## config.mk

```make
export PLATFORM = sky130hd
export DESIGN_NAME = ascon_ctrl_fsm
export DESIGN_NICKNAME = d
export VERILOG_FILES = /design/src/rtl/ascon_ctrl_fsm.sv
export SDC_FILE = /design/constraint.sdc
export NUM_CORES = 1
export LEC_CHECK = 0
export BUFFER_PORTS_ARGS = -buffer_cell sky130_fd_sc_hd__buf_2
export CAP_MARGIN = 20
export CORE_AREA = 3 3 155 157
export CTS_CLUSTER_SIZE = 12
export DETAILED_ROUTE_END_ITERATION = 8
export DIE_AREA = 0 0 158 160
export GPL_ROUTABILITY_DRIVEN = 0
export PLACE_DENSITY = 0.5
export SYNTH_ARGS = -nofsm -noshare
export SYNTH_HDL_FRONTEND = slang
export SYNTH_SLANG_ARGS = --single-unit
```

## constraint.sdc

```tcl
create_clock -name clock_i -period 3.3 [get_ports clock_i]
set_input_delay 0.165 -clock clock_i [delete_from_list [all_inputs] [get_ports clock_i]]
set_output_delay 0.165 -clock clock_i [all_outputs]
set_load 0.05 [all_outputs]
```

## src/rtl/ascon_ctrl_fsm.sv

```systemverilog
// ASCON-128 round-datapath sequencer: init, one AD block, NB_PT plaintext
// blocks (last one merged into finalisation) and tag release.
//
// Ports:
//   clock_i, resetb_i     clock, async active-low reset
//   abort_i               abort request (only with ASCON_ABORT_EN)
//   start_i               start a message (sampled in IDLE/DONE)
//   key_i                 128-bit key K, stable for the whole message
//   data_valid_i          AD/PT block present on the xor-up input
//   data_ack_o            block consumed this cycle
//   select_o              datapath mux: take the external initial state
//   ena_xor_up_o          xor block into x0
//   ena_xor_down_o        xor data_xor_down_o into x1..x4
//   ena_reg_o             load round result (0 = hold)
//   round_o               round-constant index 0..11
//   data_xor_down_o       xor-down operand (zero when not enabled)
//   cipher_valid_o        cipher word valid this cycle
//   block_cnt_o           current plaintext block index
//   busy_o                message in progress
//   tag_valid_o           x3,x4 hold the tag
// Optional: define ASCON_ABORT_EN to add abort_i.

module ascon_ctrl_fsm #(
    parameter int NB_PT = 4
) (
    input  logic         clock_i,
    input  logic         resetb_i,
`ifdef ASCON_ABORT_EN
    input  logic         abort_i,
`endif
    input  logic         start_i,
    input  logic [127:0] key_i,
    input  logic         data_valid_i,
    output logic         data_ack_o,
    output logic         select_o,
    output logic         ena_xor_up_o,
    output logic         ena_xor_down_o,
    output logic         ena_reg_o,
    output logic [3:0]   round_o,
    output logic [255:0] data_xor_down_o,
    output logic         cipher_valid_o,
    output logic [3:0]   block_cnt_o,
    output logic         busy_o,
    output logic         tag_valid_o
);

    typedef enum logic [3:0] {
        S_IDLE,
        S_INIT,
        S_WAIT_AD,
        S_AD,
        S_WAIT_PT,
        S_PT,
        S_WAIT_FIN,
        S_FIN,
        S_DONE
    } state_t;

    localparam logic [3:0] LAST_PT  = 4'(NB_PT - 2);
    localparam logic [3:0] RND_LAST = 4'd11;
    localparam logic [3:0] RND_HALF = 4'd6;

    state_t     state_q, state_d;
    logic [3:0] rnd_q, rnd_d;
    logic [3:0] blk_q, blk_d;
    logic       last_rnd;

    assign last_rnd = (rnd_q == RND_LAST);

    always_ff @(posedge clock_i or negedge resetb_i) begin
        if (!resetb_i) begin
            state_q <= S_IDLE;
            rnd_q   <= '0;
            blk_q   <= '0;
        end else begin
            state_q <= state_d;
            rnd_q   <= rnd_d;
            blk_q   <= blk_d;
        end
    end

    always_comb begin
        state_d         = state_q;
        rnd_d           = rnd_q;
        blk_d           = blk_q;
        data_ack_o      = 1'b0;
        select_o        = 1'b0;
        ena_xor_up_o    = 1'b0;
        ena_xor_down_o  = 1'b0;
        ena_reg_o       = 1'b0;
        data_xor_down_o = '0;
        cipher_valid_o  = 1'b0;
        tag_valid_o     = 1'b0;
        busy_o          = 1'b1;

        unique case (state_q)
            S_IDLE: begin
                busy_o = 1'b0;
                if (start_i) begin
                    state_d = S_INIT;
                    rnd_d   = '0;
                    blk_d   = '0;
                end
            end
            S_INIT: begin
                ena_reg_o = 1'b1;
                select_o  = (rnd_q == 4'd0);
                if (last_rnd) begin
                    ena_xor_down_o  = 1'b1;
                    data_xor_down_o = {128'h0, key_i};
                    state_d         = S_WAIT_AD;
                    rnd_d           = '0;
                end else begin
                    rnd_d = rnd_q + 4'd1;
                end
            end
            S_WAIT_AD: begin
                if (data_valid_i) begin
                    state_d = S_AD;
                    rnd_d   = RND_HALF;
                end
            end
            S_AD: begin
                ena_reg_o = 1'b1;
                if (rnd_q == RND_HALF) begin
                    ena_xor_up_o = 1'b1;
                    data_ack_o   = 1'b1;
                end
                if (last_rnd) begin
                    // domain separation bit into the lsb of x4
                    ena_xor_down_o  = 1'b1;
                    data_xor_down_o = 256'h1;
                    state_d         = S_WAIT_PT;
                    rnd_d           = '0;
                end else begin
                    rnd_d = rnd_q + 4'd1;
                end
            end
            S_WAIT_PT: begin
                if (data_valid_i) begin
                    state_d = S_PT;
                    rnd_d   = RND_HALF;
                end
            end
            S_PT: begin
                ena_reg_o = 1'b1;
                if (rnd_q == RND_HALF) begin
                    ena_xor_up_o   = 1'b1;
                    data_ack_o     = 1'b1;
                    cipher_valid_o = 1'b1;
                end
                if (last_rnd) begin
                    // the next block is absorbed by FIN, so K goes
                    // into x1,x2 at the end of this one
                    if (blk_q == LAST_PT) begin
                        ena_xor_down_o  = 1'b1;
                        data_xor_down_o = {key_i, 128'h0};
                        state_d         = S_WAIT_FIN;
                    end else begin
                        state_d = S_WAIT_PT;
                    end
                    blk_d = blk_q + 4'd1;
                    rnd_d = '0;
                end else begin
                    rnd_d = rnd_q + 4'd1;
                end
            end
            S_WAIT_FIN: begin
                if (data_valid_i) begin
                    state_d = S_FIN;
                    rnd_d   = '0;
                end
            end
            S_FIN: begin
                ena_reg_o = 1'b1;
                if (rnd_q == 4'd0) begin
                    ena_xor_up_o   = 1'b1;
                    data_ack_o     = 1'b1;
                    cipher_valid_o = 1'b1;
                end
                if (last_rnd) begin
                    ena_xor_down_o  = 1'b1;
                    data_xor_down_o = {128'h0, key_i};
                    state_d         = S_DONE;
                    rnd_d           = '0;
                end else begin
                    rnd_d = rnd_q + 4'd1;
                end
            end
            S_DONE: begin
                busy_o      = 1'b0;
                tag_valid_o = 1'b1;
                if (start_i) begin
                    state_d = S_INIT;
                    rnd_d   = '0;
                    blk_d   = '0;
                end
            end
            default: begin
                busy_o  = 1'b0;
                state_d = S_IDLE;
                rnd_d   = '0;
                blk_d   = '0;
            end
        endcase

`ifdef ASCON_ABORT_EN
        // abort overrides every transition and gates enables at once
        if (abort_i && busy_o) begin
            state_d         = S_IDLE;
            rnd_d           = '0;
            blk_d           = '0;
            data_ack_o      = 1'b0;
            select_o        = 1'b0;
            ena_xor_up_o    = 1'b0;
            ena_xor_down_o  = 1'b0;
            ena_reg_o       = 1'b0;
            data_xor_down_o = '0;
            cipher_valid_o  = 1'b0;
        end
`endif
    end

    assign round_o     = rnd_q;
    assign block_cnt_o = blk_q;

endmodule

```

==> qor.csv, run 1 <==
stage;metric;value;unit
timing;endpoints failing setup;0;
cells_and_area;commonest non-fill, non-tap cell in the layout;buf_2;
drt;vias per inst;4.296;
grt;initial antenna violation count;0;
timing;slew margin rel.;0.6112;
cells_and_area;fin util;0.2216;
drt;final WL;16.33;mm
synthesis;syn_area_per_cell;6.830;µm²
synthesis;FF+latch count, synth;12;
synthesis;cells after synthesis;414;
die;row count;55;
synthesis;Yosys top cell area share;0.5664;
timing;Setup Skew;0.001967;ns
synthesis;sequential-to-total area share from yosys stat;0.1062;
worst_setup_path;crit path capture;data_xor_down_o[202];
timing;Tmin final;2.736;ns
clock_network;CTS tree;built;
placement;port bufs;403;
grt;largest net degree at the start of global routing;132;
die;area of the core;22640;µm²
die;die area;25280;µm²
timing;RSZ-0062 raised after global routing;false;
drt;drt first pass iters;5;
timing;Slew @ Worst Pin;0.5833;ns
worst_setup_path;Reg-to-Reg Start;round_o[0];
drt;initial DRC count;384;
synthesis;Post-synth EDFFs;0;
pwr;PwrDens;513.8;nW/µm²
synthesis;synth unique cells;50;
drt;Avg WL per Cell;15.57;µm
timing;Slew Limit Fails;0;
worst_setup_path;WS Path Type;reg2out;
grt;first-pass GRT wire length;22.79;mm
worst_setup_path;Worst EP required;3.13;ns
grt;vias in the first global route;3898;
drt;vias;4506;
run;max_cap viols;0;
grt;gr usage total;0.1115;
placement;post-DP HPWL;13.20;mm
clock_network;CTS Root Cell;clkbuf_16;
cells_and_area;commonest non-fill, non-tap cells in the layout;buf_2, and3_1, dfrtp_1;
cells_and_area;fraction of layout cells with a size suffix above 1;0.5524;
clock_network;clk sinks;12;
clock_network;Clock Latency Late Sink;0.24;ns
worst_setup_path;Startpoint Class;flip-flop;
synthesis;Main synth FF type;dfrtp_1;
timing;Final Cycle Share;0.8291;
drt;post-route ant nets;0;
worst_setup_path;launch point of the worst path;state_q[0];
run_status;status;complete, no violations;
clock_network;CTS max path bufs;2;
worst_setup_path;R2R cell count;6;
synthesis;Post-Syn Area;2828;µm²
synthesis;YS warnings;0;
worst_setup_path;R2R Setup Slk;1.36;ns
timing;Fin Setup TNS;0;ns
worst_hold_path;Tightest Hold Check Type;in2reg;
die;Die Ht;160;µm
worst_setup_path;Worst EP arrival;2.57;ns
worst_setup_path;CP endpoint kind;primary output;
synthesis;asr flop ratio synth;1.000;
pwr;Pleak;4.003;nW
die;I/O Pins;404;
clock_network;postcts setup bufs;0;
cells_and_area;Area Growth Syn to Fin;77.39;%
clock_network;cts repair resizes;0;
pwr;Peak VDD IR;0.0003642;V
clock_network;htree depth;1;
synthesis;Area contributors post-synth;and3_1, dfrtp_1, buf_4, clkbuf_1, buf_2;
worst_setup_path;CP Max Fanout;68;
synthesis;largest area contributor in the netlist;and3_1;
worst_setup_path;Reg-to-Reg End;block_cnt_o[2];
timing;Max Freq;365.5;MHz
die;Die Wd;158;µm
timing;Hold Violations, Final;0;
cells_and_area;fin nets;903;
grt;grt ovf;0;
clock_network;CTS Buf Count;3;
synthesis;syn nets;551;
clock_network;Worst-path clk slew;0.04;ns
die;Initial Utilization;0.1249;
drt;drc violations;0;
cells_and_area;number of antenna diodes;0;
## metrics by stage
stage / instances / setup slack [ns] / hold WS (ns) / total power (W) / cell area [µm²]
after global placement: 1045 / 0.9010 / 0.06273 / 0.002366 / 4931
after floorplan: 414 / 0.4934 / -0.1306 / 0.001878 / 2828
final: 1049 / 0.5640 / 0.2440 / 0.002577 / 5016
after detailed placement: 1045 / 0.8328 / 0.06376 / 0.002352 / 4931
after global routing: 1049 / 0.3956 / 0.2749 / 0.002766 / 5016
after CTS: 1049 / 0.5655 / 0.2448 / 0.002583 / 5016
## sequential cells by signal, indices dropped and copies added, names as in the netlist
name         flops
state_q          4
block_cnt_o      4
round_o          4
## report_power, final
part,leakage [nW],internal [W],switching (W)
Sequential,0.152,0.000204,0.000110
Clock,0.0370,0.000158,0.0000612
Combinational,3.81,0.000480,0.00156
Total,4.00,0.000842,0.00174
## cell usage after synthesis (3+ instances only)
| master | count |
|---|---|
| o31ai_1 | 3 |
| o21ai_0 | 3 |
| a21oi_1 | 4 |
| buf_2 | 14 |
| nand2_1 | 3 |
| and3_1 | 256 |
| nand3b_1 | 3 |
| o21ai_1 | 3 |
| clkbuf_1 | 27 |
| inv_1 | 5 |
| buf_6 | 4 |
| nand3_1 | 5 |
| buf_4 | 18 |
| dfrtp_1 | 12 |
| nor2_1 | 9 |
| ha_1 | 5 |
## kinds of logic after synthesis
family                     Yosys count  share of synthesized area
and+or+nand+nor                    298                     0.6606
muxes                                1                   0.003540
xor gates and xnor gates             3                   0.009294
buffers and inverters               70                     0.1350
DFF                                 12                     0.1062
adders and majority gates            6                    0.02566
AOI/OAI and AO/OA                   24                    0.05973
## worst max-delay path: stages, from the launching register on
cell	delay, ns
dfrtp_1	0.59
nand2b_1	0.33
inv_4	0.18
nand2_4	0.09
nor2_4	0.12
buf_4	0.45
and3_1	0.24
buf_2	0.27
## cell type report
type | count | area, µm²
Clock buffer | 3 | 75.07
Fill cell | 2585 | 17620
Inverter | 6 | 25.02
Multi-Input combinational cell | 332 | 2155
Sequential cell | 12 | 300.3
Tap cell | 285 | 356.6
Timing Repair Buffer | 411 | 2105
## metal layers
layer | vias to the layer above | GRT usage | part of all wire
li1 | 2215 | - | -
met1 | 2044 | 0.1404 | 0.41
met2 | 237 | 0.2072 | 0.49
met3 | 10 | 0.01328 | 0.087
met4 | 0 | 0.01408 | 0.0084
met5 | - | 0 | 0
## what timing repair did
action	CTS	global route
endpoints found under the hold margin	12	0
setup endpoints to repair	0	0
hold buffers	1	0
## worst min-delay path by stage
stage          startpoint              to  slack (ns)  depth (start not counted)
2_1_floorplan    resetb_i  block_cnt_o[0]       -0.13                          0
3_3_place_gp     resetb_i  block_cnt_o[0]        0.06                          1
3_5_place_dp     resetb_i  block_cnt_o[1]        0.06                          1
4_1_cts           start_i      state_q[3]        0.24                          3
5_1_grt           start_i      state_q[3]        0.27                          3
6_report          start_i      state_q[3]        0.24                          3
(Power assumes the default switching activity.)
==> inputs of run 2 (changes only) <==
- ABC_AREA: default -> 1
- CORE_AREA: 3 3 155 157 -> 3 3 156 158
- DIE_AREA: 0 0 158 160 -> 0 0 159 161
- PLACE_DENSITY: 0.5 -> 0.53
- clock period: 3.3 -> 2.3 ns (I/O delays scaled with it)
==> run 2 against run 1 <==
Compared with the run above: sequential share of layout area is 1.4 points lower; global-route usage is 0.84 points higher; clock power is 65% higher; worst hold slack better by 0.036 ns; cell count is 21% higher; synthesized cell count is 38% higher; combinational power is 37% higher.
==> qor.csv, run 2 <==
stage;metric;value;unit;change
clock_network;Worst-path clk slew;0.05;ns;about the same
drt;vias per inst;4.070;;-5.2%
timing;Fin Setup TNS;0;ns;unchanged
worst_setup_path;CP endpoint kind;primary output;;
cells_and_area;commonest non-fill, non-tap cell in the layout;buf_2;;
synthesis;Post-synth top cells;nor3_1, inv_1, nor3_2;;
clock_network;CTS Buf Count;3;;unchanged
worst_setup_path;Slowest cell on crit path;dfrtp_1;;
clock_network;CTS Root Cell;clkbuf_16;;
synthesis;Area contributors post-synth;nor3_1, nor3_2, inv_1, dfrtp_1, buf_2;;
synthesis;synth unique cells;33;;-34%
die;Die Ht;161;µm;+0.63%
die;I/O Pins;404;;unchanged
pwr;Pleak;3.513;nW;-12%
grt;vias in the first global route;4689;;+20%
die;area of the core;23260;µm²;+2.7%
timing;endpoints failing setup;0;;unchanged
grt;GRT met3 Usage;0.01872;;+0.005444
worst_setup_path;Largest stage delay, worst path;0.41;ns;-0.18 ns
worst_setup_path;CP Max Fanout;36;;-47%
pwr;Total Power;0.003556;W;+38%
drt;drt first pass iters;4;;-1
clock_network;htree depth;1;;unchanged
synthesis;Post-Syn Area;3306;µm²;+17%
drt;vias;5169;;+15%
placement;port bufs;403;;unchanged
synthesis;FF+latch count, synth;12;;unchanged
grt;initial antenna violation count;1;;+1
die;Die Wd;159;µm;+0.63%
grt;first-pass GRT wire length;25.98;mm;+14%
clock_network;postcts setup bufs;0;;unchanged
timing;Slew @ Worst Pin;0.5354;ns;-0.04787 ns
timing;Final Cycle Share;0.9497;;
synthesis;most frequent cell after synthesis;nor3_1;;
drt;post-route ant nets;0;;unchanged
grt;largest net degree at the start of global routing;90;;-32%
pwr;Peak VDD IR;0.0006891;V;+89%
cells_and_area;Area Growth Syn to Fin;97.58;%;
synthesis;asr flop ratio synth;1.000;;unchanged
worst_hold_path;Tightest Hold Check Type;in2async;;
synthesis;sequential-to-total area share from yosys stat;0.09084;;-0.01535
synthesis;largest area contributor in the netlist;nor3_1;;
synthesis;Post-synth EDFFs;0;;unchanged
run_status;status;complete, no violations;;
timing;Max Freq;457.8;MHz;
die;die area;25600;µm²;+1.3%
placement;post-DP HPWL;14.24;mm;+7.9%
timing;slew margin rel.;0.6431;;+0.03192
timing;Slew Limit Fails;0;;unchanged
grt;grt ovf;0;;unchanged
drt;final WL;17.72;mm;+8.5%
grt;busiest layer in global routing;met2;;
timing;RSZ-0062 raised after global routing;false;;
cells_and_area;fillcell total;2576;;-0.35%
timing;Tmin final;2.184;ns;
synthesis;Yosys top cell area share;0.2877;;-0.2787
pwr;PwrDens;544.4;nW/µm²;+6.0%
grt;gr usage total;0.1200;;+0.008411
worst_setup_path;CP Cell Sequence;inv_1 > nor2_1 > nand2_4 > buf_16 > buf_12 > nor3_2 > buf_2;;
clock_network;CTS max path bufs;2;;unchanged
clock_network;Clock Latency Late Sink;0.24;ns;about the same
drt;initial DRC count;323;;-16%
worst_setup_path;Worst EP required;2.18;ns;-0.95 ns
clock_network;clk sinks;12;;unchanged
worst_setup_path;Startpoint Class;flip-flop;;
die;row count;56;;+1.8%
timing;Hold Violations, Final;0;;unchanged
cells_and_area;commonest non-fill, non-tap cells in the layout;buf_2, nor3_2, inv_1;;
grt;met1 usage;0.1617;;+0.02136
synthesis;YS warnings;0;;unchanged
synthesis;cells after synthesis;572;;+38%
worst_setup_path;Worst EP arrival;2.07;ns;-0.50 ns
run;max_cap viols;0;;unchanged
cells_and_area;fraction of layout cells with a size suffix above 1;0.6768;;+0.1245
synthesis;syn_area_per_cell;5.779;µm²;-15%
synthesis;syn nets;709;;+29%
grt;met2 usage in global routing;0.2065;;-0.0006719
clock_network;CTS tree;built;;
die;Initial Utilization;0.1421;;+0.01721
timing;Setup Skew;0.002064;ns;+0.00009729 ns
drt;drc violations;0;;unchanged
worst_setup_path;WS Path Type;reg2out;;
synthesis;Main synth FF type;dfrtp_1;;
drt;Avg WL per Cell;13.95;µm;-10%
cells_and_area;fin nets;1088;;+20%
worst_setup_path;R2R Setup Slk;0.72;ns;-0.64 ns
## run 2: worst max-delay path, delay by kind of cell, from the launching register on
kind / cells / cell delay (ns)
flops: 1 / 0.41
simple gates: 3 / 0.53
buf+inv: 4 / 0.82
## run 2: repair_timing
| item | in CTS | in global routing |
|---|---|---|
| hold endpoints to repair | 12 | 0 |
| resized for setup | 0 | 11 |
| hold buffers | 1 | 0 |
| setup endpoints to repair | 0 | 72 |
## run 2: routing by layer
| layer | share of wire | wire length (µm) |
|---|---|---|
| met1 | 0.43 | 7628 |
| met2 | 0.49 | 8681 |
| met3 | 0.068 | 1202 |
| met4 | 0.012 | 207 |
| met5 | 0 | 0 |
## run 2: layout make-up
cell class,count,area [µm²],area share
timing repair buffer,430,2377,0.3640
tap,319,399.1,0.06111
multi-input combinational,359,2814,0.4308
antenna,1,2.502,0.0003831
clock buffer,4,88.84,0.01360
inverter,145,549.3,0.08410
sequential,12,300.3,0.04598
## run 2: worst paths after layout
kind / startpoint / to / cells after the start
min: resetb_i / round_o[2] / 2
max reg2reg: round_o[3] / block_cnt_o[3] / 9
max in group asynchronous: resetb_i / block_cnt_o[0] / 2
max: round_o[3] / data_xor_down_o[175] / 7
min in group clock_i: data_valid_i / state_q[0] / 5
min reg2reg: round_o[0] / round_o[0] / 1
## run 2: power by group
| group | switching [W] | leakage [nW] | internal, W |
|---|---|---|---|
| clock | 0.0000980 | 0.0442 | 0.000263 |
| combinational | 0.00200 | 3.31 | 0.000788 |
| sequential | 0.000115 | 0.157 | 0.000290 |
## run 2: cells by family (layout without fill, tap and decap cells)
kind of cell,count (synthesis),count (layout),synth area share
AO/OA/AOI/OAI,14,14,0.02763
XOR/XNOR,3,3,0.007950
adder cells (fa/ha/maj),5,5,0.01893
buffers and inverters,201,579,0.2559
flip-flops,12,12,0.09084
other,0,1,0
AND/OR/NAND/NOR,337,337,0.5988
## run 2: per-stage QoR
| step | area (µm²) | setup WS, ns | utilization | instances | hold slack (ns) |
|---|---|---|---|---|---|
| global placement | 6345 | 0.3370 | 0.2728 | 1262 | 0.01679 |
| floorplan | 3943 | -0.3457 | - | 572 | -0.1806 |
| global route | 6531 | 0.001749 | 0.2808 | 1270 | 0.3087 |
| CTS | 6444 | 0.03368 | 0.2770 | 1267 | 0.2939 |
| finish | 6531 | 0.1156 | 0.2808 | 1270 | 0.2795 |
| detailed placement | 6345 | 0.2915 | 0.2728 | 1262 | 0.02093 |
==> inputs of run 3 (changes only) <==
- CORE_AREA: 3 3 156 158 -> 2 2 155 157
- DIE_AREA: 0 0 159 161 -> 0 0 157 159
- PLACE_DENSITY: 0.53 -> 0.51
- RECOVER_POWER: default -> 25
==> run 3 against run 2 <==
Compared with the run above: global-route usage up 0.67 points; clock power down 2%; combinational power down 6%; cell count down 0.16%; sequential cell count unchanged; via count down 1.4%; worst setup slack worse by 0.064 ns; clock skew about the same; sequential power up 1%; final area down 1.5%; clock-buffer cell count unchanged; worst hold slack better by 0.033 ns.
==> qor.csv, run 3 (same netlist as run 2, synthesis figures left out) <==
stage;metric;value;unit;change
run_status;status;complete, no violations;;
pwr;PwrDens;526.1;nW/µm²;-3.4%
worst_setup_path;Reg-to-Reg Start;round_o[1];;
die;row count;56;;unchanged
timing;setup ws final;0.05179;ns;-0.06383 ns
cells_and_area;fraction of layout cells with a size suffix above 1;0.6459;;-0.03090
die;I/O Pins;404;;unchanged
grt;largest net degree at the start of global routing;85;;-5.6%
timing;RSZ-0062 raised after global routing;true;;
worst_setup_path;WS Path Type;reg2out;;
timing;Slew Limit Fails;0;;unchanged
drt;Avg WL per Cell;13.63;µm;-2.3%
die;Initial Utilization;0.1425;;+0.0004293
timing;Hold Violations, Final;0;;unchanged
drt;vias per inst;4.021;;-1.2%
grt;first-pass GRT wire length;25.46;mm;-2.0%
worst_setup_path;R2R cell count;9;;unchanged
drt;initial DRC count;379;;+17%
grt;vias in the first global route;4538;;-3.2%
pwr;Pleak;3.370;nW;-4.1%
placement;Setup WS pre-CTS;0.3225;ns;+0.03100 ns
clock_network;htree depth;1;;unchanged
grt;gr usage total;0.1267;;+0.006733
drt;post-route ant nets;0;;unchanged
timing;Slew @ Worst Pin;0.6569;ns;+0.1215 ns
timing;Tmin final;2.248;ns;+0.06383 ns
drt;final WL;17.28;mm;-2.5%
worst_setup_path;launch point of the worst path;round_o[0];;
drt;vias;5099;;-1.4%
clock_network;CTS Buf Count;3;;unchanged
cells_and_area;fillcell total;2586;;+0.39%
cells_and_area;commonest non-fill, non-tap cells in the layout;buf_2, nor3_2, inv_1;;
worst_setup_path;Startpoint Class;flip-flop;;
die;Die Ht;159;µm;-1.2%
worst_hold_path;Tightest Hold Check Type;in2reg;;
placement;port bufs;403;;unchanged
cells_and_area;fin util;0.2775;;-0.003306
run;max_cap viols;0;;unchanged
die;die area;24960;µm²;-2.5%
placement;placed cells;1263;;+0.079%
clock_network;CTS Root Cell;clkbuf_16;;
worst_setup_path;Reg-to-Reg End;block_cnt_o[0];;
die;Die Wd;157;µm;-1.3%
worst_setup_path;Worst EP arrival;2.13;ns;+0.06 ns
timing;slew margin rel.;0.5621;;-0.08103
drt;drt first pass iters;4;;unchanged
cells_and_area;multi-input logic area;2808;µm²;-0.22%
die;area of the core;23190;µm²;-0.30%
cells_and_area;Area Growth Syn to Fin;94.66;%;
cells_and_area;Finished Layout Cells;1268;;-0.16%
clock_network;Clock Latency Late Sink;0.24;ns;about the same
cells_and_area;number of antenna diodes;0;;-1
worst_setup_path;CP endpoint kind;primary output;;
worst_setup_path;CP Max Fanout;84;;+130%
timing;Max Freq;444.8;MHz;-2.8%
pwr;Peak VDD IR;0.0008951;V;+30%
drt;drc violations;0;;unchanged
timing;Final Cycle Share;0.9775;;+0.02775
timing;endpoints failing setup;0;;unchanged
cells_and_area;fin nets;1087;;-0.092%
clock_network;clk sinks;12;;unchanged
worst_setup_path;Worst EP required;2.18;ns;about the same
timing;Setup Skew;0.002373;ns;+0.0003089 ns
worst_setup_path;R2R Setup Slk;0.50;ns;-0.22 ns
worst_setup_path;crit path capture;data_xor_down_o[238];;
placement;post-DP HPWL;14.47;mm;+1.7%
grt;grt ovf;0;;unchanged
clock_network;CTS max path bufs;2;;unchanged
clock_network;CTS tree;built;;
cells_and_area;commonest non-fill, non-tap cell in the layout;buf_2;;
grt;initial antenna violation count;4;;+3
cells_and_area;sequential cell area;300.3;µm²;unchanged
clock_network;postcts setup bufs;0;;unchanged
clock_network;Worst-path clk slew;0.04;ns;about the same
## run 3: changes by cell type in the layout (fill, tap and decap cells not counted), moves of 2 or more
cell	change
buf_2	-40
buf_4	+2
clkbuf_4	-6
buf_12	+3
clkbuf_1	+26
clkbuf_16	-2
buf_16	-2
clkbuf_2	+18
## run 3: through the flow
step	hold slack [ns]	area (µm²)	power, W	setup TNS (ns)
floorplan	-0.1806	3943	0.002330	-22.21
global placement	0.004854	6365	0.003085	0
detailed placement	0.005928	6365	0.003065	0
CTS	0.2840	6464	0.003435	0
global route	0.3603	6435	0.003658	-0.1139
finish	0.3121	6435	0.003385	0
## run 3: how the worst min path moves through the flow
stage | startpoint | end | slack [ns] | depth (start not counted)
after CTS | resetb_i | round_o[3] | 0.28 | 2
after global routing | data_valid_i | state_q[0] | 0.36 | 5
after global placement | resetb_i | round_o[3] | 0.005 | 1
final | data_valid_i | state_q[0] | 0.31 | 5
after detailed placement | resetb_i | round_o[3] | 0.006 | 1
after floorplan | resetb_i | block_cnt_o[0] | -0.18 | 0
## run 3: worst max-delay path, cell delays in order (launching register included)
cell and delay [ns]:
dfrtp_1 0.42, ha_1 0.27, nand2_4 0.11, buf_12 0.35, buf_4 0.33, nor3_2 0.08, buf_2 0.23
## run 3: cell type report
| class | count | area share |
|---|---|---|
| Tap cell | 319 | 0.06203 |
| Sequential cell | 12 | 0.04667 |
| Timing Repair Buffer | 429 | 0.3558 |
| Multi-Input combinational cell | 359 | 0.4363 |
| Clock buffer | 4 | 0.01381 |
| Inverter | 145 | 0.08536 |
## run 3: power breakdown
group / total [W] / leakage [nW] / switching (W) / internal, W
combinational: 0.00262 / 3.17 / 0.00192 / 0.000698
clock: 0.000352 / 0.0442 / 0.0000895 / 0.000262
sequential: 0.000411 / 0.157 / 0.000121 / 0.000290
total: 0.00339 / 3.37 / 0.00214 / 0.00125
## run 3: what timing repair did
action	in CTS	in global routing
endpoints found under the hold margin	12	0
endpoints found under the setup margin	0	13
gates resized for setup	0	7
hold buffers	1	0
## run 3: routing by layer
metal / GRT usage / wire, µm / vias to the layer above / part of all wire
met2: 0.2253 / 8378 / 247 / 0.48
li1: - / - / 2573 / -
met5: 0 / 0 / - / 0
met4: 0.01168 / 121 / 0 / 0.0070
met3: 0.01470 / 1315 / 12 / 0.076
met1: 0.1691 / 7466 / 2267 / 0.43
